`config.mk`:
```
export PLATFORM = sky130hd
export DESIGN_NAME = serie_paralelo_sync
export DESIGN_NICKNAME = d
export VERILOG_FILES = /design/src/rtl/serie_paralelo_pkg.sv /design/src/rtl/serie_paralelo_sync.sv
export SDC_FILE = /design/constraint.sdc
export NUM_CORES = 1
export LEC_CHECK = 0
export ABC_AREA = 1
export CAP_MARGIN = 0
export CORE_ASPECT_RATIO = 1.25
export CORE_UTILIZATION = 53
export DETAILED_ROUTE_END_ITERATION = 16
export PLACE_DENSITY = 0.77
export SYNTH_ARGS = -nofsm -noshare
export SYNTH_HDL_FRONTEND = slang
export SYNTH_SLANG_ARGS = --single-unit
```
`constraint.sdc`:
```
create_clock -name clk_8f -period 1.55 [get_ports clk_8f]
set_input_delay 0.31 -clock clk_8f [delete_from_list [all_inputs] [get_ports clk_8f]]
set_output_delay 0.31 -clock clk_8f [all_outputs]
set_load 0.05 [all_outputs]
```
`src/rtl/serie_paralelo_pkg.sv`:
```
// Shared constants and state encoding for the serial link (transmitter and receiver).
// Latency: n/a (package only).
// Backpressure: n/a (package only).
package serie_paralelo_pkg;

    // Bits per parallel word on the link
    localparam int WORD_W = 8;

    // Idle / alignment symbol sent whenever the transmitter has no data
    localparam logic [WORD_W-1:0] COMMA_BC = 8'hBC;

    // Consecutive aligned commas needed before the receiver trusts its alignment
    localparam int SYNC_CNT_DEF = 4;

    // Receiver alignment state
    typedef enum logic [1:0] {
        UNSYNC = 2'd0,
        ALIGN  = 2'd1,
        SYNC   = 2'd2
    } sync_state_t;

endpackage

```
`src/rtl/serie_paralelo_sync.sv`:
```
// Serial-to-parallel receiver: comma-based byte alignment, then one recovered word per WIDTH bits.
// Latency: word outputs update on the edge that samples the word's LSB (visible the next cycle).
// Backpressure: none; the serial stream is free-running and every output is a one-cycle pulse or level.
module serie_paralelo_sync
    import serie_paralelo_pkg::*;
#(
    parameter int               WIDTH      = WORD_W,
    parameter logic [WIDTH-1:0] COMMA      = COMMA_BC,
    parameter int               SYNC_COUNT = SYNC_CNT_DEF
) (
    input  logic             clk_8f,
    input  logic             reset,
    input  logic             data_inS,
    output logic [WIDTH-1:0] data_outP,
    output logic             valid_out,
    output logic             word_stb,
    output logic             active_out
);

    localparam int CNT_W = (WIDTH > 1) ? $clog2(WIDTH) : 1;
    localparam int BC_W  = (SYNC_COUNT > 0) ? $clog2(SYNC_COUNT + 1) : 1;

    localparam logic [CNT_W-1:0] BIT_LAST = CNT_W'(WIDTH - 1);
    localparam logic [BC_W-1:0]  BC_MAX   = BC_W'(SYNC_COUNT);
    localparam logic [BC_W-1:0]  BC_ONE   = BC_W'(1);

    logic [WIDTH-1:0] sr;
    logic [WIDTH-1:0] sr_next;
    logic [CNT_W-1:0] bit_cnt;
    logic [CNT_W-1:0] bit_cnt_inc;
    logic [BC_W-1:0]  bc_cnt;
    logic [BC_W-1:0]  bc_inc;
    logic             boundary;
    logic             comma_hit;
    sync_state_t      state;

    // Window including the bit sampled this edge; all decisions look at this, not the stale register
    always_comb begin
        sr_next     = {sr[WIDTH-2:0], data_inS};
        comma_hit   = (sr_next == COMMA);
        boundary    = (bit_cnt == BIT_LAST);
        bit_cnt_inc = boundary ? '0 : bit_cnt + CNT_W'(1);
        bc_inc      = (bc_cnt == BC_MAX) ? BC_MAX : bc_cnt + BC_ONE;
    end

    // Shift register, word counters and alignment FSM with registered outputs
    always_ff @(posedge clk_8f) begin
        if (reset) begin
            sr         <= '0;
            bit_cnt    <= '0;
            bc_cnt     <= '0;
            state      <= UNSYNC;
            data_outP  <= '0;
            valid_out  <= 1'b0;
            word_stb   <= 1'b0;
            active_out <= 1'b0;
        end else begin
            sr        <= sr_next;
            // Strobes are single-cycle; only a boundary in SYNC raises them again
            valid_out <= 1'b0;
            word_stb  <= 1'b0;

            case (state)
                UNSYNC: begin
                    // Slide one bit at a time until a comma appears at any phase
                    if (comma_hit) begin
                        bit_cnt <= '0;
                        bc_cnt  <= BC_ONE;
                        if (SYNC_COUNT <= 1) begin
                            state      <= SYNC;
                            active_out <= 1'b1;
                        end else begin
                            state <= ALIGN;
                        end
                    end
                end

                ALIGN: begin
                    bit_cnt <= bit_cnt_inc;
                    // Only commas landing exactly on the candidate word phase count
                    if (boundary) begin
                        if (comma_hit) begin
                            bc_cnt <= bc_inc;
                            if (bc_inc == BC_MAX) begin
                                state      <= SYNC;
                                active_out <= 1'b1;
                            end
                        end else begin
                            bc_cnt <= '0;
                            state  <= UNSYNC;
                        end
                    end
                end

                SYNC: begin
                    bit_cnt <= bit_cnt_inc;
                    // Lock is held until reset; commas mark the word but carry no data
                    if (boundary) begin
                        word_stb <= 1'b1;
                        if (!comma_hit) begin
                            data_outP <= sr_next;
                            valid_out <= 1'b1;
                        end
                    end
                end

                default: begin
                    state <= UNSYNC;
                end
            endcase
        end
    end

endmodule

```
# [Yosys cells after proc, flatten, opt, wreduce, memory -nomap -nowiden]
# Cells that the tools add are included.
[word_totals] ff_bits=26 input_bits=3 out_inout_bits=11
[op_classes] n_addsub=2 n_eq_ne=9 muxes=15 bitwise=3 reduce_logical=11
[ops] cell="two-way mux 3 bit" n=6
[ops] cell="one-hot mux 3 bit (2 select lines)" n=2
[ops] cell="== test 3 bit, second input constant" n=3
[ops] cell="== test 8 bit, second input constant" n=1
[ops] cell="two-way mux 2 bit" n=4
[ops] cell="AND reduction 4 bit" n=2
[ops] cell="adder 3 x 1 -> 3 bit, second input constant" n=2
[ops] cell="one-hot mux 2 bit (3 select lines)" n=1
[ops] cell="AND reduction 3 bit" n=2
[ops] cell="!= test 2 bit, second input constant" n=2
[ops] cell="nonzero test 2 bit" n=2
[ops] cell="OR reduction 2 bit" n=2
[ops] cell="!= test 3 bit, second input constant" n=1
[ops] cell="inverter 1 bit" n=3
[ops] cell="OR reduction 3 bit" n=1
[ops] cell="== test 2 x 1 -> 1 bit, second input constant" n=1
[ops] cell="== test 2 bit, second input constant" n=1
[ops] cell="zero test 2 bit" n=1
[ops] cell="two-way mux 1 bit" n=2
[ops] cell="AND reduction 2 bit" n=1

# [Logic depth before layout (Yosys ltp)]
# Gate-level depths: netlist of run 1.
[depth] ltp_word=7 depth_mapped=11 mapped_depth_nobuf=11

# [Least setup slack after synthesis of run 1]
# Ideal clock, no wire load.
[synth_path] path_type="flip-flop to flip-flop" startpoint="register bc_cnt[0]" endpoint="register state[0]" setup_ns=0.113 arrival_ns=1.226 slack_ns=0.211 stages_incl_launch_ff=11 n_path_buf=0 synth_period_minus_slack_ns=1.339 path_cell_list="dfxtp_1 inv_1 ha_1 o21ai_0 nand2_1 inv_1 nor2_2 nor2_4 nand2_1 nand2_1 nor2_1"
[synth_via] elab_chain_len=5
[synth_rtl] item="start, declared" line_no="serie_paralelo_sync.sv:31" text="logic [BC_W-1:0] bc_cnt;"
[synth_rtl] item="start signal, assigned" line_no="serie_paralelo_sync.sv:83" text="bc_cnt <= bc_inc;"
[synth_rtl] item="adder 3 x 1 -> 3 bit / == test 3 bit (equally long branches)" line_no="serie_paralelo_sync.sv:43" text="bc_inc = (bc_cnt == BC_MAX) ? BC_MAX : bc_cnt + BC_ONE;"
[synth_rtl] item="two-way mux 3 bit *" line_no="serie_paralelo_sync.sv:43"
[synth_rtl] item="== test 3 bit *" line_no="serie_paralelo_sync.sv:84" text="if (bc_inc == BC_MAX) begin"
[synth_rtl] item="!= test 3 bit (no source line) *"
[synth_rtl] item="AND reduction 4 bit (no source line) *"
[synth_rtl] item="end signal, assigned" line_no="serie_paralelo_sync.sv:52" text="state <= UNSYNC;"
[synth_rtl] item="end signal, assigned" line_no="serie_paralelo_sync.sv:85" text="state <= SYNC;"
[synth_rtl] item="end signal, assigned" line_no="serie_paralelo_sync.sv:90" text="state <= UNSYNC;"
[synth_rtl] item="end, declared" line_no="serie_paralelo_sync.sv:35" text="sync_state_t state;"
# Mark *: on every way between the ends. The rest lies on a longest branch, timed or not.
# A chain may end at the register's enable or synchronous reset.

# [Worst setup path after layout of run 1]
# Ends and elaborated chain as after synthesis.

==> summary.txt, run 1 <==
Run status
  • Status: complete, no violations

Placed design
  • GPL Wtd Cong: 0.852
  • Hpwl dp: 1.65 mm
  • # port buffers: 13

STA
  • Layout Skew: ~1.5 ps
  • Min cycle time layout: 1410 ps
  • Highest achievable clock rate: 708 MHz
  • Final TNS setup: 0 ps
  • Unrepaired setup endpoints after global routing: yes
  • Tightest Pin Transition: 313 ps
  • Fin crit share: 91.1%
  • Slew margin rel.: 79.1%
  • Slew Limit Fails: 0
  • Setup violators final: 0
  • Count of final hold-check violations: 0

Cells and area
  • Layout cell share with drive strength beyond 1: 23.1%
  • Layout Nets: 180
  • Synth-to-layout area growth: 18.6%
  • # diodes: 0
  • Fillers: 175
  • Most frequent cells in the layout: 28 x inv_1, 25 x dfxtp_1, 20 x nand2_1, 17 x nor2_1, 16 x buf_4
  • Commonest non-fill, non-tap cell in the layout: inv_1

Global routing
  • Via count of the first global-routing pass: 927
  • Initial antenna violation count: 0
  • First-pass GRT wire length: 3.66 mm
  • Global route overflow: 0
  • Pin count of the biggest net entering global routing: 15
  • Total GRT Usage: 20.8%

Routing
  • Final wirelength: 2.06 mm
  • Highest routed metal layer: met4
  • Routed length per placed instance: 10.9 um
  • DR WL met2: roughly 1.1 mm
  • Met1 WL: approximately 840 um
  • WL met3: 52 um
  • Via Count: 950
  • Post-route ant nets: 0
  • DRC Markers: 0
  • Initial DRC Count: 17
  • Initial DRT Pass Iterations: 6
  • DR vias/cell: 5.03

CTS
  • CTS sink count: 26
  • CTS buffer count: 3
  • Clk_lat worst skew: 310 ps
  • Reg clk slew, reported paths: approximately 130 ps
  • Bufs on Longest Clock Path: 2
  • H-tree levels: 1
  • Clk root buf: clkbuf_4
  • CTS tree: yes

Yosys
  • Largest cells by area after synthesis: dfxtp_1 45%, inv_1 9.0%, ha_1 7.5%
  • Syn Nets: 159
  • Syn Inst Count: 149
  • Count of state elements after synthesis: 26
  • Synth Area per Inst: 7.83 sq um
  • Synth area leader: dfxtp_1
  • Yosys cell types: 21
  • Synth top area share: 44.6%
  • Yosys warnings: 0
  • Mapped Area: approximately 0.0012 sq mm
  • Register area share after synthesis: between 40 and 50%

Die
  • Die Footprint: 0.00239 sq mm
  • Starting Density: 57.5%
  • Core area: 0.00203 sq mm
  • Height of the die: between 50 and 60 um
  • Die Width: 44.0 um
  • Ports: 14
  • Row Count: 18

Setup path
  • Most Frequent Cell on Critical Path: nand2_1
  • R2r setup slk: 140 ps
  • Max stage delay on crit path: between 300 and 400 ps
  • Critical Path End Type: flip-flop
  • FF-to-FF End: state[0]
  • Worst EP arrival: 1680 ps
  • CP Max Fanout: 3
  • Worst path buffer plus inverter count: 2
  • WS Path Type: flip-flop to flip-flop
  • Delay-heaviest family, CP: simple AND/OR/NAND/NOR gates
  • Reg2Reg Depth: 11
  • Cell chain of the critical path: buf_4, ha_1, nand2_1, nand3_2, nand2_1, inv_1, nor2_2, nor2_4, nand2_1, nand2_1, nor2_1
  • CP Launch Type: flip-flop
  • Crit-path slowest cell: dfxtp_2
  • Reg2reg start: bc_cnt[0]
  • Req. time, crit path: 1810 ps

Pwr
  • Peak VDD IR: 0.00108 V
  • Power per cell area: 1350 mW/mm^2
  • Leakage dissipation: 0.590 nW
  • PnR Total Power: 1.86 mW

Min path
  • WHS Path Cells: 2
  • Worst Hold End: data_outP[6]
  • Worst min-delay path startpoint: data_outP[6]
  • Hold WC Path Type: flip-flop to flip-flop

Run
  • Max-cap viol count: 0
## flip-flops by register name, indices dropped and copies added (netlist names)
name	count
valid_out	1
word_stb	1
state	2
bc_cnt	3
data_outP	8
sr	7
active_out	1
bit_cnt	3
## synth_stat cells, drive strengths merged
master / n
a21oi: 12
dfxtp: 26
nor3: 2
inv: 28
clkinv: 1
clkbuf: 2
nand2: 24
ha: 7
nor2: 22
a31oi: 2
buf: 1
o21ai: 15
nand3: 7
## area by class of cell
cell class / instances / area [sq um] / share of cell area [%]
multi-input cells: 91 / 529 / 38.3
well taps: 20 / 25.0 / 1.81
clock buffers: 4 / 36.3 / 2.62
inverters: 29 / 110 / 7.96
flip-flops and latches: 26 / 522 / 37.7
repair buffers: 19 / 160 / 11.6
## worst min-delay path, stage by stage, from the launching register on
cell	delay (ps)
dfxtp_1	330
inv_1	40
a21oi_1	50
## per-stage QoR
stage	std cells	cell area (sq um)	worst slack, ps	util [%]	hold slack [ps]
2_1_floorplan	149	1170	211	-	379
3_5_place_dp	184	1330	-134	65.4	439
4_1_cts	188	1360	34.5	67.2	458
3_3_place_gp	184	1330	-68.3	65.4	432
6_report	189	1380	138	68.2	453
5_1_grt	189	1380	-19.3	68.2	478
## power by group
part	total, mW	internal, mW	switching (mW)
sequential	0.794	0.741	0.0531
combinational	0.735	0.295	0.440
clock	0.336	0.144	0.192
## per-layer routing
layer	global-route usage, %	vias to the layer above
met5	0	-
met4	7.58	0
met3	2.97	6
met2	43.8	15
met1	20.1	425
li1	-	504
## worst max-delay path by stage
stage	start	endpoint	slack (ps)	cells past startpoint
after CTS	bc_cnt[0]	state[0]	30	10
after global placement	data_inS	bc_cnt[1]	-70	10
after detailed placement	data_inS	bc_cnt[1]	-130	10
final	bc_cnt[0]	state[0]	140	11
after global routing	bc_cnt[0]	state[1]	-20	10
after floorplan	bc_cnt[0]	state[0]	210	10
## timing repair
action                                  4_1_cts  5_1_grt
setup buffers                                 0        1
hold endpoints to repair                      0        0
endpoints found under the setup margin        0        4
gates resized for setup                       0        7
hold buffers                                  0        0
## logic make-up after synthesis
| kind of cell | synth area share, % |
|---|---|
| buffers and inverters | 11.1 |
| AO/OA/AOI/OAI | 13.0 |
| adder cells (fa/ha/maj) | 7.51 |
| flip-flops | 44.6 |
| AND/OR/NAND/NOR | 23.8 |
(Power assumes the default switching activity.)
==> inputs of run 2 (changes only) <==
--- a/config.mk
+++ b/config.mk
@@ -10,6 +10,7 @@
 export CORE_ASPECT_RATIO = 1.25
 export CORE_UTILIZATION = 53
 export DETAILED_ROUTE_END_ITERATION = 16
+export HOLD_SLACK_MARGIN = 0.12
 export PLACE_DENSITY = 0.77
 export SYNTH_ARGS = -nofsm -noshare
 export SYNTH_HDL_FRONTEND = slang
==> results of run 2 <==
Same layout as run 1: the final DEF is identical, and so are final timing and power.
==> inputs of run 3 (changes only) <==
--- a/config.mk
+++ b/config.mk
@@ -7,8 +7,10 @@
 export LEC_CHECK = 0
 export ABC_AREA = 1
 export CAP_MARGIN = 0
+export CELL_PAD_IN_SITES_DETAIL_PLACEMENT = 1
+export CELL_PAD_IN_SITES_GLOBAL_PLACEMENT = 1
 export CORE_ASPECT_RATIO = 1.25
-export CORE_UTILIZATION = 53
+export CORE_UTILIZATION = 39
 export DETAILED_ROUTE_END_ITERATION = 16
 export HOLD_SLACK_MARGIN = 0.12
 export PLACE_DENSITY = 0.77
==> run 3 against run 2 <==
Against the previous run:
- critical path depth down 1
- sequential share of layout area down 1.1 points
- wire length up 20%
- sequential cell count unchanged
- clock skew up 12 ps
- non-clock buffer count down 2
- clock-buffer cell count unchanged
==> summary.txt, run 3 (synthesis results as in run 1) <==
Run status
  • Status: complete, no violations (unchanged)

STA
  • Min cycle time layout: 1490 ps (was 1410 ps)
  • Fin crit share: 95.8% (was 91.1%)
  • Setup violators final: 0 (unchanged)
  • Unrepaired setup endpoints after global routing: yes (unchanged)
  • Slew margin rel.: 77.0% (was 79.1%)
  • Setup slack after layout: 64.7 ps (was 138 ps)
  • Layout Skew: 14.0 ps (was 1.51 ps)
  • Highest achievable clock rate: 673 MHz (was 708 MHz)
  • Slew Limit Fails: 0 (unchanged)
  • Count of final hold-check violations: 0 (unchanged)
  • Tightest Pin Transition: 344 ps (was 313 ps)

CTS
  • H-tree levels: 1 (unchanged)
  • CTS buffer count: 3 (unchanged)
  • Clk root buf: clkbuf_4 (unchanged)
  • CTS sink count: 26 (unchanged)
  • Bufs on Longest Clock Path: 2 (unchanged)
  • CTS tree: yes (unchanged)
  • Clk_lat worst skew: 330 ps (was 310 ps)
  • Hold buffers post-CTS: 0 (unchanged)
  • Reg clk slew, reported paths: 150 ps (was 130 ps)

Routing
  • Via Count: 973 (was 950)
  • DRC Markers: 0 (unchanged)
  • DR vias/cell: 4.84 (was 5.03)
  • Initial DRC Count: 8 (was 17)
  • Routed length per placed instance: 12.3 um (was 10.9 um)
  • Initial DRT Pass Iterations: 4 (was 6)
  • Final wirelength: 2.48 mm (was 2.06 mm)
  • Post-route ant nets: 0 (unchanged)

Placed design
  • GPL Wtd Cong: 0.733 (was 0.852)
  • Hpwl dp: 1.96 mm (was 1.65 mm)
  • Dpl cell area: 0.00137 sq mm (was 0.00133 sq mm)
  • # port buffers: 13 (unchanged)
  • Pre-CTS WS: -139 ps (was -134 ps)

Die
  • Ports: 14 (unchanged)
  • Die Width: 50.9 um (was 44.0 um)
  • Core area: 0.00276 sq mm (was 0.00203 sq mm)
  • Row Count: 21 (was 18)
  • Starting Density: 42.3% (was 57.5%)
  • Die Footprint: 0.00321 sq mm (was 0.00239 sq mm)
  • Height of the die: 63.1 um (was 54.4 um)

Cells and area
  • Most frequent cells in the layout: 27 x inv_1, 25 x dfxtp_1, 20 x nand2_1, 17 x nor2_1 (was 28 x inv_1, 25 x dfxtp_1, 20 x nand2_1, 17 x nor2_1, 16 x buf_4)
  • Commonest non-fill, non-tap cell in the layout: inv_1 (unchanged)
  • # diodes: 0 (unchanged)
  • Reg with most FFs: data_outP (unchanged)
  • Layout Nets: 178 (was 180)
  • Finished Cell Area: 0.00142 sq mm (was 0.00138 sq mm)
  • Max reg flops: 8 (unchanged)
  • Largest regs: data_outP: 8 flops, sr: 7 flops (unchanged)
  • Synth-to-layout area growth: 22.0% (was 18.6%)
  • Fillers: 349 (was 175)
  • Layout cell share with drive strength beyond 1: 22.2% (was 23.1%)

Global routing
  • Via count of the first global-routing pass: 1015 (was 927)
  • Initial antenna violation count: 0 (unchanged)
  • Total GRT Usage: 17.3% (was 20.8%)
  • Pin count of the biggest net entering global routing: 15 (unchanged)
  • Global routing's busiest layer: met2 (unchanged)
  • First-pass GRT wire length: 4.20 mm (was 3.66 mm)
  • Global route overflow: 0 (unchanged)
  • Grt met3 use: 2.42% (was 2.97%)
  • Met1 Use GR: 17.9% (was 20.1%)
  • Met2 GRT Util: 33.2% (was 43.8%)

Setup path
  • R2r setup slk: 60 ps (was 140 ps)
  • Worst Setup EP: state[0] (unchanged)
  • Req. time, crit path: 1780 ps (was 1810 ps)
  • Reg2Reg Depth: 10 (was 11)
  • FF-to-FF End: state[0] (unchanged)
  • CP Max Fanout: 4 (was 3)
  • Reg2reg start: bc_cnt[0] (unchanged)
  • Cell chain of the critical path: inv_1, ha_1, o21ai_1, nand2_1, inv_2, nor2_4, nor2_4, nand2_1, nand2_1, nor2_1 (was buf_4, ha_1, nand2_1, nand3_2, nand2_1, inv_1, nor2_2, nor2_4, nand2_1, nand2_1, nor2_1)
  • Worst EP arrival: 1720 ps (was 1680 ps)
  • CP Launch Type: flip-flop (unchanged)
  • Critical Path End Type: flip-flop (unchanged)
  • Max stage delay on crit path: 360 ps (was 350 ps)
  • Crit-path slowest cell: dfxtp_2 (unchanged)
  • WS Path Type: flip-flop to flip-flop (unchanged)
  • Worst setup path startpoint: bc_cnt[0] (unchanged)
  • Most Frequent Cell on Critical Path: nand2_1 (unchanged)

Run
  • Max-cap viol count: 0 (unchanged)

Min path
  • Hold WC Path Type: flip-flop to flip-flop (unchanged)

Pwr
  • Leakage dissipation: 0.581 nW (was 0.590 nW)
  • PnR Total Power: 1.90 mW (was 1.86 mW)
  • Power per cell area: 1340 mW/mm^2 (was 1350 mW/mm^2)
  • Peak VDD IR: 0.000761 V (was 0.00108 V)
[run 3: final cells by class]
type / instances / area [sq um] / share of cell area, %
Multi-Input combinational cell: 91 / 529 / 37.2
Inverter: 29 / 110 / 7.74
Tap cell: 34 / 42.5 / 2.99
Sequential cell: 26 / 522 / 36.7
Clock buffer: 4 / 36.3 / 2.55
Timing Repair Buffer: 17 / 183 / 12.8
[run 3: worst max-delay path: cells and delay by family (launching register included)]
| kind | cells | cell delay, ps |
|---|---|---|
| DFF | 1 | 360 |
| buffers and inverters | 2 | 160 |
| AOI/OAI and AO/OA | 1 | 140 |
| adders and majority gates | 1 | 320 |
| and+or+nand+nor | 6 | 400 |
[run 3: worst min-delay path by stage]
stage	end	slack [ps]	cells after the start	from
after floorplan	bit_cnt[1]	380	1	reset
after global placement	data_outP[6]	440	2	data_outP[6]
after detailed placement	data_outP[7]	440	2	data_outP[7]
after CTS	data_outP[7]	460	2	data_outP[7]
after global routing	data_outP[3]	490	2	data_outP[3]
final	data_outP[7]	460	2	data_outP[7]
[run 3: where the power goes]
part	switching [mW]	internal, mW
logic	0.468	0.290
clock network	0.205	0.144
registers	0.0540	0.741
total	0.726	1.17
[run 3: per-layer routing]
metal  wire length [um]  up-vias  part of all wire (%)
li1                   -      497                     -
met1               1030      462                    41
met2               1370        9                    55
met3                 37        5                   1.5
met4                 40        0                   1.6
met5                  0        -                     0
[run 3: through the flow]
stage | cells | util (%) | TNS, ps | hold WS (ps)
3_5_place_dp | 196 | 49.5 | -1210 | 440
2_1_floorplan | 149 | - | 0 | 379
3_3_place_gp | 196 | 49.5 | -567 | 437
5_1_grt | 201 | 51.6 | -4.62 | 492
6_report | 201 | 51.6 | 0 | 456
4_1_cts | 200 | 50.8 | 0 | 460
[run 3: repair_timing]
item                       4_1_cts  5_1_grt
pin swaps                        0        1
gates resized for setup          1        6
setup endpoints to repair        1        3
setup buffers                    0        1
